===== src/rtl/dcache_miss_ctrl_if.sv =====
// Pipeline, cache and memory signals seen by the data-cache miss sequencer.
// master = the miss controller, slave = pipeline/cache/memory side.
interface dcache_miss_ctrl_if #(
    parameter int LINE_WORDS = 4,
    parameter int CNT_W      = 16
);
    localparam int IDX_W = $clog2(LINE_WORDS);

    // pipeline / cache lookup side
    logic              me_mem_read;
    logic              me_mem_write;
    logic [31:0]       me_addr;
    logic              cache_hit;
    logic              cache_dirty;
    logic [31:0]       victim_base;
    // memory beat interface
    logic              mem_req;
    logic              mem_we;
    logic [31:0]       mem_addr;
    logic              mem_ready;
    // cache data-array control
    logic              cache_wb_rd;
    logic              cache_fill_we;
    logic [IDX_W-1:0]  cache_word_idx;
    // pipeline control and statistics
    logic              stall_pipe;
    logic              me_wb_bubble;
    logic [CNT_W-1:0]  miss_count;

    modport master (
        input  me_mem_read, me_mem_write, me_addr, cache_hit, cache_dirty,
               victim_base, mem_ready,
        output mem_req, mem_we, mem_addr, cache_wb_rd, cache_fill_we,
               cache_word_idx, stall_pipe, me_wb_bubble, miss_count
    );

    modport slave (
        output me_mem_read, me_mem_write, me_addr, cache_hit, cache_dirty,
               victim_base, mem_ready,
        input  mem_req, mem_we, mem_addr, cache_wb_rd, cache_fill_we,
               cache_word_idx, stall_pipe, me_wb_bubble, miss_count
    );
endinterface


===== src/rtl/dcache_miss_ctrl.sv =====
// Memory-stage data-cache miss sequencer: freezes the pipeline on a miss,
// writes back a dirty victim, refills the line beat by beat, then spends one
// replay cycle so the cache can re-look-up before the access retires.
module dcache_miss_ctrl #(
    parameter int LINE_WORDS = 4,
    parameter int CNT_W      = 16
) (
    input  logic               clk,
    input  logic               rst,
    dcache_miss_ctrl_if.master bus
);
    localparam int               IDX_W     = $clog2(LINE_WORDS);
    localparam logic [31:0]      LINE_MASK = 32'(LINE_WORDS * 4 - 1);
    localparam logic [IDX_W-1:0] LAST_BEAT = IDX_W'(LINE_WORDS - 1);

    typedef enum logic [1:0] {
        S_IDLE,
        S_WBACK,
        S_REFILL,
        S_REPLAY
    } state_t;

    state_t           state_reg, state_next;
    logic [IDX_W-1:0] beat_reg, beat_next;
    logic [31:0]      line_addr_reg, line_addr_next;
    logic [CNT_W-1:0] miss_count_reg, miss_count_next;

    logic             access;
    logic             miss;
    logic [31:0]      beat_off;
    logic             mem_req_c;
    logic             mem_we_c;
    logic [31:0]      mem_addr_c;
    logic             wb_rd_c;
    logic             fill_we_c;
    logic             stall_c;

    // byte offset of the current beat within a line
    assign beat_off = {{(30 - IDX_W){1'b0}}, beat_reg, 2'b00};

    // State register; reset abandons any burst in flight.
    always_ff @(posedge clk) begin
        if (rst) begin
            state_reg      <= S_IDLE;
            beat_reg       <= '0;
            line_addr_reg  <= '0;
            miss_count_reg <= '0;
        end else begin
            state_reg      <= state_next;
            beat_reg       <= beat_next;
            line_addr_reg  <= line_addr_next;
            miss_count_reg <= miss_count_next;
        end
    end

    // Next-state and beat sequencing; all outputs forced low while in reset.
    always_comb begin
        state_next      = state_reg;
        beat_next       = beat_reg;
        line_addr_next  = line_addr_reg;
        miss_count_next = miss_count_reg;
        mem_req_c       = 1'b0;
        mem_we_c        = 1'b0;
        mem_addr_c      = '0;
        wb_rd_c         = 1'b0;
        fill_we_c       = 1'b0;
        stall_c         = 1'b0;
        access          = bus.me_mem_read | bus.me_mem_write;
        miss            = 1'b0;

        unique case (state_reg)
            S_IDLE: begin
                miss    = access & ~bus.cache_hit;
                stall_c = miss;
                if (miss) begin
                    line_addr_next  = bus.me_addr & ~LINE_MASK;
                    beat_next       = '0;
                    miss_count_next = (&miss_count_reg) ? miss_count_reg
                                                        : miss_count_reg + 1'b1;
                    state_next      = bus.cache_dirty ? S_WBACK : S_REFILL;
                end
            end
            S_WBACK: begin
                stall_c    = 1'b1;
                mem_req_c  = 1'b1;
                mem_we_c   = 1'b1;
                wb_rd_c    = 1'b1;
                mem_addr_c = bus.victim_base + beat_off;
                if (bus.mem_ready) begin
                    if (beat_reg == LAST_BEAT) begin
                        beat_next  = '0;
                        state_next = S_REFILL;
                    end else begin
                        beat_next = beat_reg + 1'b1;
                    end
                end
            end
            S_REFILL: begin
                stall_c    = 1'b1;
                mem_req_c  = 1'b1;
                mem_addr_c = line_addr_reg + beat_off;
                fill_we_c  = bus.mem_ready;
                if (bus.mem_ready) begin
                    if (beat_reg == LAST_BEAT) begin
                        beat_next  = '0;
                        state_next = S_REPLAY;
                    end else begin
                        beat_next = beat_reg + 1'b1;
                    end
                end
            end
            S_REPLAY: begin
                // cache re-looks-up the now-resident line; pipeline stays frozen
                stall_c    = 1'b1;
                state_next = S_IDLE;
            end
            default: begin
                state_next = S_IDLE;
            end
        endcase

        if (rst) begin
            mem_req_c  = 1'b0;
            mem_we_c   = 1'b0;
            mem_addr_c = '0;
            wb_rd_c    = 1'b0;
            fill_we_c  = 1'b0;
            stall_c    = 1'b0;
        end
    end

    assign bus.mem_req        = mem_req_c;
    assign bus.mem_we         = mem_we_c;
    assign bus.mem_addr       = mem_addr_c;
    assign bus.cache_wb_rd    = wb_rd_c;
    assign bus.cache_fill_we  = fill_we_c;
    assign bus.cache_word_idx = rst ? '0 : beat_reg;
    assign bus.stall_pipe     = stall_c;
    assign bus.me_wb_bubble   = stall_c;
    assign bus.miss_count     = rst ? '0 : miss_count_reg;

endmodule


===== src/flat_wrapper.sv =====
// flat-port wrapper written by rule: the top's interface ports become plain ports
module dcache_miss_ctrl_flat 
#(
    parameter int LINE_WORDS = 4,
    parameter int CNT_W      = 16
)
  (clk, rst, bus_me_mem_read, bus_me_mem_write, bus_me_addr, bus_cache_hit, bus_cache_dirty, bus_victim_base, bus_mem_ready, bus_mem_req, bus_mem_we, bus_mem_addr, bus_cache_wb_rd, bus_cache_fill_we, bus_cache_word_idx, bus_stall_pipe, bus_me_wb_bubble, bus_miss_count);
  dcache_miss_ctrl_if #(.LINE_WORDS(LINE_WORDS), .CNT_W(CNT_W)) bus_i ();
  input  logic clk;
  input  logic rst;
  input wire logic [$bits(bus_i.me_mem_read)-1:0] bus_me_mem_read;
  input wire logic [$bits(bus_i.me_mem_write)-1:0] bus_me_mem_write;
  input wire logic [$bits(bus_i.me_addr)-1:0] bus_me_addr;
  input wire logic [$bits(bus_i.cache_hit)-1:0] bus_cache_hit;
  input wire logic [$bits(bus_i.cache_dirty)-1:0] bus_cache_dirty;
  input wire logic [$bits(bus_i.victim_base)-1:0] bus_victim_base;
  input wire logic [$bits(bus_i.mem_ready)-1:0] bus_mem_ready;
  output wire logic [$bits(bus_i.mem_req)-1:0] bus_mem_req;
  output wire logic [$bits(bus_i.mem_we)-1:0] bus_mem_we;
  output wire logic [$bits(bus_i.mem_addr)-1:0] bus_mem_addr;
  output wire logic [$bits(bus_i.cache_wb_rd)-1:0] bus_cache_wb_rd;
  output wire logic [$bits(bus_i.cache_fill_we)-1:0] bus_cache_fill_we;
  output wire logic [$bits(bus_i.cache_word_idx)-1:0] bus_cache_word_idx;
  output wire logic [$bits(bus_i.stall_pipe)-1:0] bus_stall_pipe;
  output wire logic [$bits(bus_i.me_wb_bubble)-1:0] bus_me_wb_bubble;
  output wire logic [$bits(bus_i.miss_count)-1:0] bus_miss_count;
  assign bus_i.me_mem_read = bus_me_mem_read;
  assign bus_i.me_mem_write = bus_me_mem_write;
  assign bus_i.me_addr = bus_me_addr;
  assign bus_i.cache_hit = bus_cache_hit;
  assign bus_i.cache_dirty = bus_cache_dirty;
  assign bus_i.victim_base = bus_victim_base;
  assign bus_i.mem_ready = bus_mem_ready;
  assign bus_mem_req = bus_i.mem_req;
  assign bus_mem_we = bus_i.mem_we;
  assign bus_mem_addr = bus_i.mem_addr;
  assign bus_cache_wb_rd = bus_i.cache_wb_rd;
  assign bus_cache_fill_we = bus_i.cache_fill_we;
  assign bus_cache_word_idx = bus_i.cache_word_idx;
  assign bus_stall_pipe = bus_i.stall_pipe;
  assign bus_me_wb_bubble = bus_i.me_wb_bubble;
  assign bus_miss_count = bus_i.miss_count;
  dcache_miss_ctrl #(.LINE_WORDS(LINE_WORDS), .CNT_W(CNT_W)) u_core (.clk(clk), .rst(rst), .bus(bus_i));
endmodule

===== config.mk =====
export PLATFORM = sky130hd
export DESIGN_NAME = dcache_miss_ctrl_flat
export DESIGN_NICKNAME = d
export VERILOG_FILES = /design/src/rtl/dcache_miss_ctrl_if.sv /design/src/rtl/dcache_miss_ctrl.sv /design/src/flat_wrapper.sv
export SDC_FILE = /design/constraint.sdc
export NUM_CORES = 1
export LEC_CHECK = 0
export BUFFER_PORTS_ARGS = -buffer_cell sky130_fd_sc_hd__buf_2
export CAP_MARGIN = 20
export CORE_AREA = 2 2 80 82
export CTS_CLUSTER_DIAMETER = 100
export DETAILED_ROUTE_END_ITERATION = 10
export DIE_AREA = 0 0 82 84
export PLACE_DENSITY = 0.86
export REMOVE_ABC_BUFFERS = 1
export SYNTH_ARGS = -nofsm -noshare
export SYNTH_HDL_FRONTEND = slang
export SYNTH_SLANG_ARGS = --single-unit
export TNS_END_PERCENT = 10

===== constraint.sdc =====
create_clock -name clk -period 3.6 [get_ports clk]
set_input_delay 0.36 -clock clk [delete_from_list [all_inputs] [get_ports clk]]
set_output_delay 0.36 -clock clk [all_outputs]
set_load 0.03 [all_outputs]

==> Yosys cells after proc, flatten, opt, wreduce, memory -nomap -nowiden <==
Cells that the tools add are included.
W data, S select, Z words.
{ "word_totals": {"in_bits": 71, "output_inout_bits": 56, "reg_bits": 48} }
{ "op_classes": {"eq_ne": 10, "reduce_logical": 9, "n_bitwise": 4, "n_addsub": 4, "n_mux": 23} }
{ "ops": {"columns": ["operator", "n"], "rows": [
  ["$add A32 B4 Y32", 2],
  ["$pmux W32 S2", 1],
  ["$mux W32", 1],
  ["$mux W2", 10],
  ["$add A16 B1 Y16 const B", 1],
  ["$mux W16", 1],
  ["$reduce_and A16 Y1", 1],
  ["$ne A2 B1 Y1 const B", 4],
  ["$pmux W2 S4", 1],
  ["$mux W1", 7],
  ["$eq A2 B2 Y1 const B", 3],
  ["$reduce_and A3 Y1", 2],
  ["$reduce_and A5 Y1", 1],
  ["$ne A2 B2 Y1 const B", 2],
  ["$pmux W2 S2", 1],
  ["$reduce_or A3 Y1", 1],
  ["$add A2 B1 Y2 const B", 1],
  ["$eq A2 B1 Y1 const B", 1],
  ["$logic_not A2 Y1", 1],
  ["$not A1 Y1", 2],
  ["$pmux W1 S2", 1],
  ["$reduce_and A2 Y1", 1],
  ["$reduce_bool A2 Y1", 1],
  ["$reduce_or A2 Y1", 1],
  ["other kinds (2)", 2]
]} }

==> Logic depth before layout (Yosys ltp) <==
{ "depth": {"depth_word": 4, "depth_mapped": 8, "ltp_nobuf": 7} }

==> Worst setup path before layout <==
Ideal clock, no wire load.
{ "synth_timing": {"path_type": "reg2out", "startpoint": "register u_core.beat_reg[0]", "endpoint": "output port bus_mem_addr[26]", "arrival_time_ns": 2.335, "required_ns": 3.240, "path_slack_ns": 0.905, "stages_incl_launch_ff": 8, "n_path_buf": 0, "cell_sequence": "dfxtp_1 -> ha_1 -> fa_1 -> nand4_1 -> nor3_1 -> nand4_1 -> xor2_1 -> o21ai_0"} }
{ "synth_via": {"elab_chain_len": 3} }
{ "synth_lines": {"columns": ["item", "line_no", "text"], "rows": [
  ["start: declaration", "dcache_miss_ctrl.sv:24", "logic [IDX_W-1:0] beat_reg, beat_next;"],
  ["start signal: assignment", "dcache_miss_ctrl.sv:50", "beat_reg <= beat_next;"],
  ["$add A32 B4 Y32, on equally long branches", "dcache_miss_ctrl.sv:101, dcache_miss_ctrl.sv:88", null],
  ["$pmux W32 S2 *", "dcache_miss_ctrl.sv:71", "unique case (state_reg)"],
  ["$mux W32 *", "dcache_miss_ctrl.sv:122", "if (rst) begin"],
  ["end: declaration", "flat_wrapper.sv:20", "output wire logic [$bits(bus_i.mem_addr)-1:0] bus_mem_addr;"]
]} }
Every way passes the cells marked *; elsewhere a longest branch is shown, timed or not.

==> Worst setup path in the final report <==
Ends and elaborated chain as after synthesis.

==> metrics.txt <==
Critical R2R Launch=u_core.state_reg[0]$_SDFFE_PP0P_; hold bufs inserted after CTS=0; worst min path class=primary input to flop; clk_lat worst skew=0.28 ns; DRC errors left=0; number of diodes=0; max FFs per register=28; synthesized netlist cell count=418; fill count=598; post-layout minimum cycle time=3.186 ns; std cell rows=29; reg2reg setup slack=1.36 ns; Final Slew Violations=0; worst path required time=3.24 ns; CP startpoint kind=flop; DR vias/cell=5.325; ys flop type=dfxtp_1; H-tree levels=2; Worst Path Arrival=2.83 ns; Reg2Reg Depth=6; largest net degree at the start of global routing=70; Worst Skew=0.003886 ns; Fin. Hold Viols=0; synthesized area=3109 µm²; Post-Synth Adder-Cell Area=3.863%; Mean Syn Cell Area=7.438 µm²; Max Root-Sink Buffers=2; synth unique cells=44; Post-synth ARST share=0%; minimum hold slack=0.3014 ns; Final #Nets=607; postcts setup bufs=0; largest family of logic cells by synthesized area=simple AND/OR/NAND/NOR gates; Hold Path Depth=3; post-synthesis mux area share=2.334%; Hold Path End=u_core.line_addr_reg[26]$_SDFFE_PP0P_; Sink Count=48; IO Pins=127; placed cell count=597; Die Ht=84 µm; grt total ovfl=0; Static Leak=1.650 nW; register area=960.9 µm²; CP Max Fanout=6; WL per Instance=13.57 µm; DP HPWL=6140 µm; Core Area=6096 µm²; Tightest Pin Transition=1.015 ns; Worst Min Path Start=bus_me_addr[26]; Final setup viols=0; Tcrit/Tclk final=88.50%; multi-input logic area=2036 µm²; Resized cells post-CTS=0; register bit total from synthesis=48; initial antenna violation count=0; DR pass1 iterations=4; worst setup path class=flop to primary output; Fmax=313.9 MHz; count of flip-flops with a built-in enable after synthesis=0; Worst VDD drop=0.0002935 V; GRT Total Usage=23.55%; Die ar.=6888 µm²; Area Growth Syn to Fin=23.06%; vias=3216; gpl congestion=0.9176; First DRT Iteration DRCs=158; Port Buf Inserts=122; Worst R2R End=u_core.miss_count_reg[2]$_SDFFE_PP0P_; final std cells w/o fill=604; Worst Setup End Kind=primary output; pwr/cell area=451.2 nW/µm²; post-synthesis xor/xnor area fraction=11.27%; Final ANT Viol Nets=0; Initial Util=51.01%; unrepaired setup endpoints after global routing=no; root buf cell=clkbuf_8; fin util=62.77%; Worst-path clk slew=0.08 ns; post-synthesis compound-gate area fraction=13.08%; Yosys Warn Count=0; chip width=82 µm; cts bufs inserted=5; Rel. slew slack=32.33%; outcome=completed; Design Power=1.726 mW; share of layout cells above drive strength 1=27.70%; max-cap viol count=0; Simple-Gate Fraction of Synth Area=34.77%; first-pass GRT wire length=13090 µm; setup_tns=0 ns; CTS tree=built; final WL=8199 µm; number of global-route vias before repair=2969; sequential share of the synthesized area=30.91%
stage by stage:
step / setup WS [ns] / cell area, µm²
after CTS: 0.4317 / 3826
after detailed placement: 0.7576 / 3749
after floorplan: 0.7016 / 3007
after global placement: 0.8042 / 3749
after global routing: 0.2441 / 3826
final: 0.4141 / 3826
how the worst max path moves through the flow:
stage | cells after the start | from | to
3_5_place_dp | 9 | bus_victim_base[2] | bus_mem_addr[26]
4_1_cts | 8 | u_core.beat_reg[0]$_SDFFE_PP0P_ | bus_mem_addr[26]
6_report | 8 | u_core.beat_reg[0]$_SDFFE_PP0P_ | bus_mem_addr[26]
2_1_floorplan | 6 | u_core.state_reg[0]$_SDFFE_PP0P_ | bus_mem_addr[10]
5_1_grt | 8 | u_core.beat_reg[0]$_SDFFE_PP0P_ | bus_mem_addr[26]
3_3_place_gp | 9 | bus_victim_base[2] | bus_mem_addr[26]
worst max-delay path, cell delays in order (launching register included):
cell     delay [ns]
dfxtp_1        0.42
ha_1           0.22
fa_1           0.27
nand4_1        0.19
nor3_1         0.62
nand4_1        0.19
xor2_1         0.18
o21ai_0        0.20
buf_2          0.25
cell usage after synthesis (3+ instances only):
master	instances	area share (%)
a22oi_1	7	1.7
nor4_1	5	1.0
o21ai_0	16	2.6
and2_1	3	0.60
buf_2	3	0.48
nor3_1	6	0.97
nand4_1	13	2.6
a21oi_1	34	5.5
ha_1	8	3.2
o21ai_1	6	0.97
nor2b_1	20	4.0
nor2_1	31	3.7
nand2_1	97	12
inv_1	4	0.48
clkbuf_1	16	1.9
and3_1	7	1.4
and4_1	4	1.1
mux2i_1	5	1.6
xnor2_1	19	5.4
xor2_1	21	5.9
dfxtp_1	48	31
nand3_1	16	2.6
where the power goes:
part	total (mW)	switching (mW)	internal [mW]	leakage [nW]
Clock	0.298	0.165	0.132	0.0410
Sequential	0.652	0.0487	0.603	0.391
Combinational	0.776	0.514	0.262	1.22
cells in the final DEF, fill, tap and decap left out, types with 7 or more instances in the layout:
master,netlist,final
a22oi_1,7,7
ha_1,8,8
nand2_1,97,97
o21ai_0,16,16
nor2b_1,20,20
xor2_1,21,21
a21oi_1,34,34
nand4_1,13,13
dfxtp_1,48,48
nand3_1,16,16
and3_1,7,7
nor2_1,31,31
xnor2_1,19,19
buf_2,3,122
per-layer routing:
layer | GRT usage, % | vias to the layer above | part of all wire [%]
met5 | 0 | - | 0
met4 | 8.182 | 0 | 1.8
met3 | 4.113 | 10 | 4.4
met2 | 40.06 | 98 | 51
met1 | 29.33 | 1471 | 43
li1 | - | 1637 | -
layout make-up:
class | count | share of cell area (%)
Multi-Input combinational cell | 342 | 53.20
Sequential cell | 48 | 25.11
Clock inverter | 1 | 0.1308
Clock buffer | 6 | 1.897
Tap cell | 77 | 2.518
Inverter | 4 | 0.3924
Timing Repair Buffer | 126 | 16.74
logic make-up after synthesis:
family / count (synthesis)
compound gates: 72
xor+xnor: 40
fa+ha+maj: 9
buf+inv: 28
flops: 48
mux: 7
simple gates: 214
Note: power is estimated with default switching activity, not from simulation.
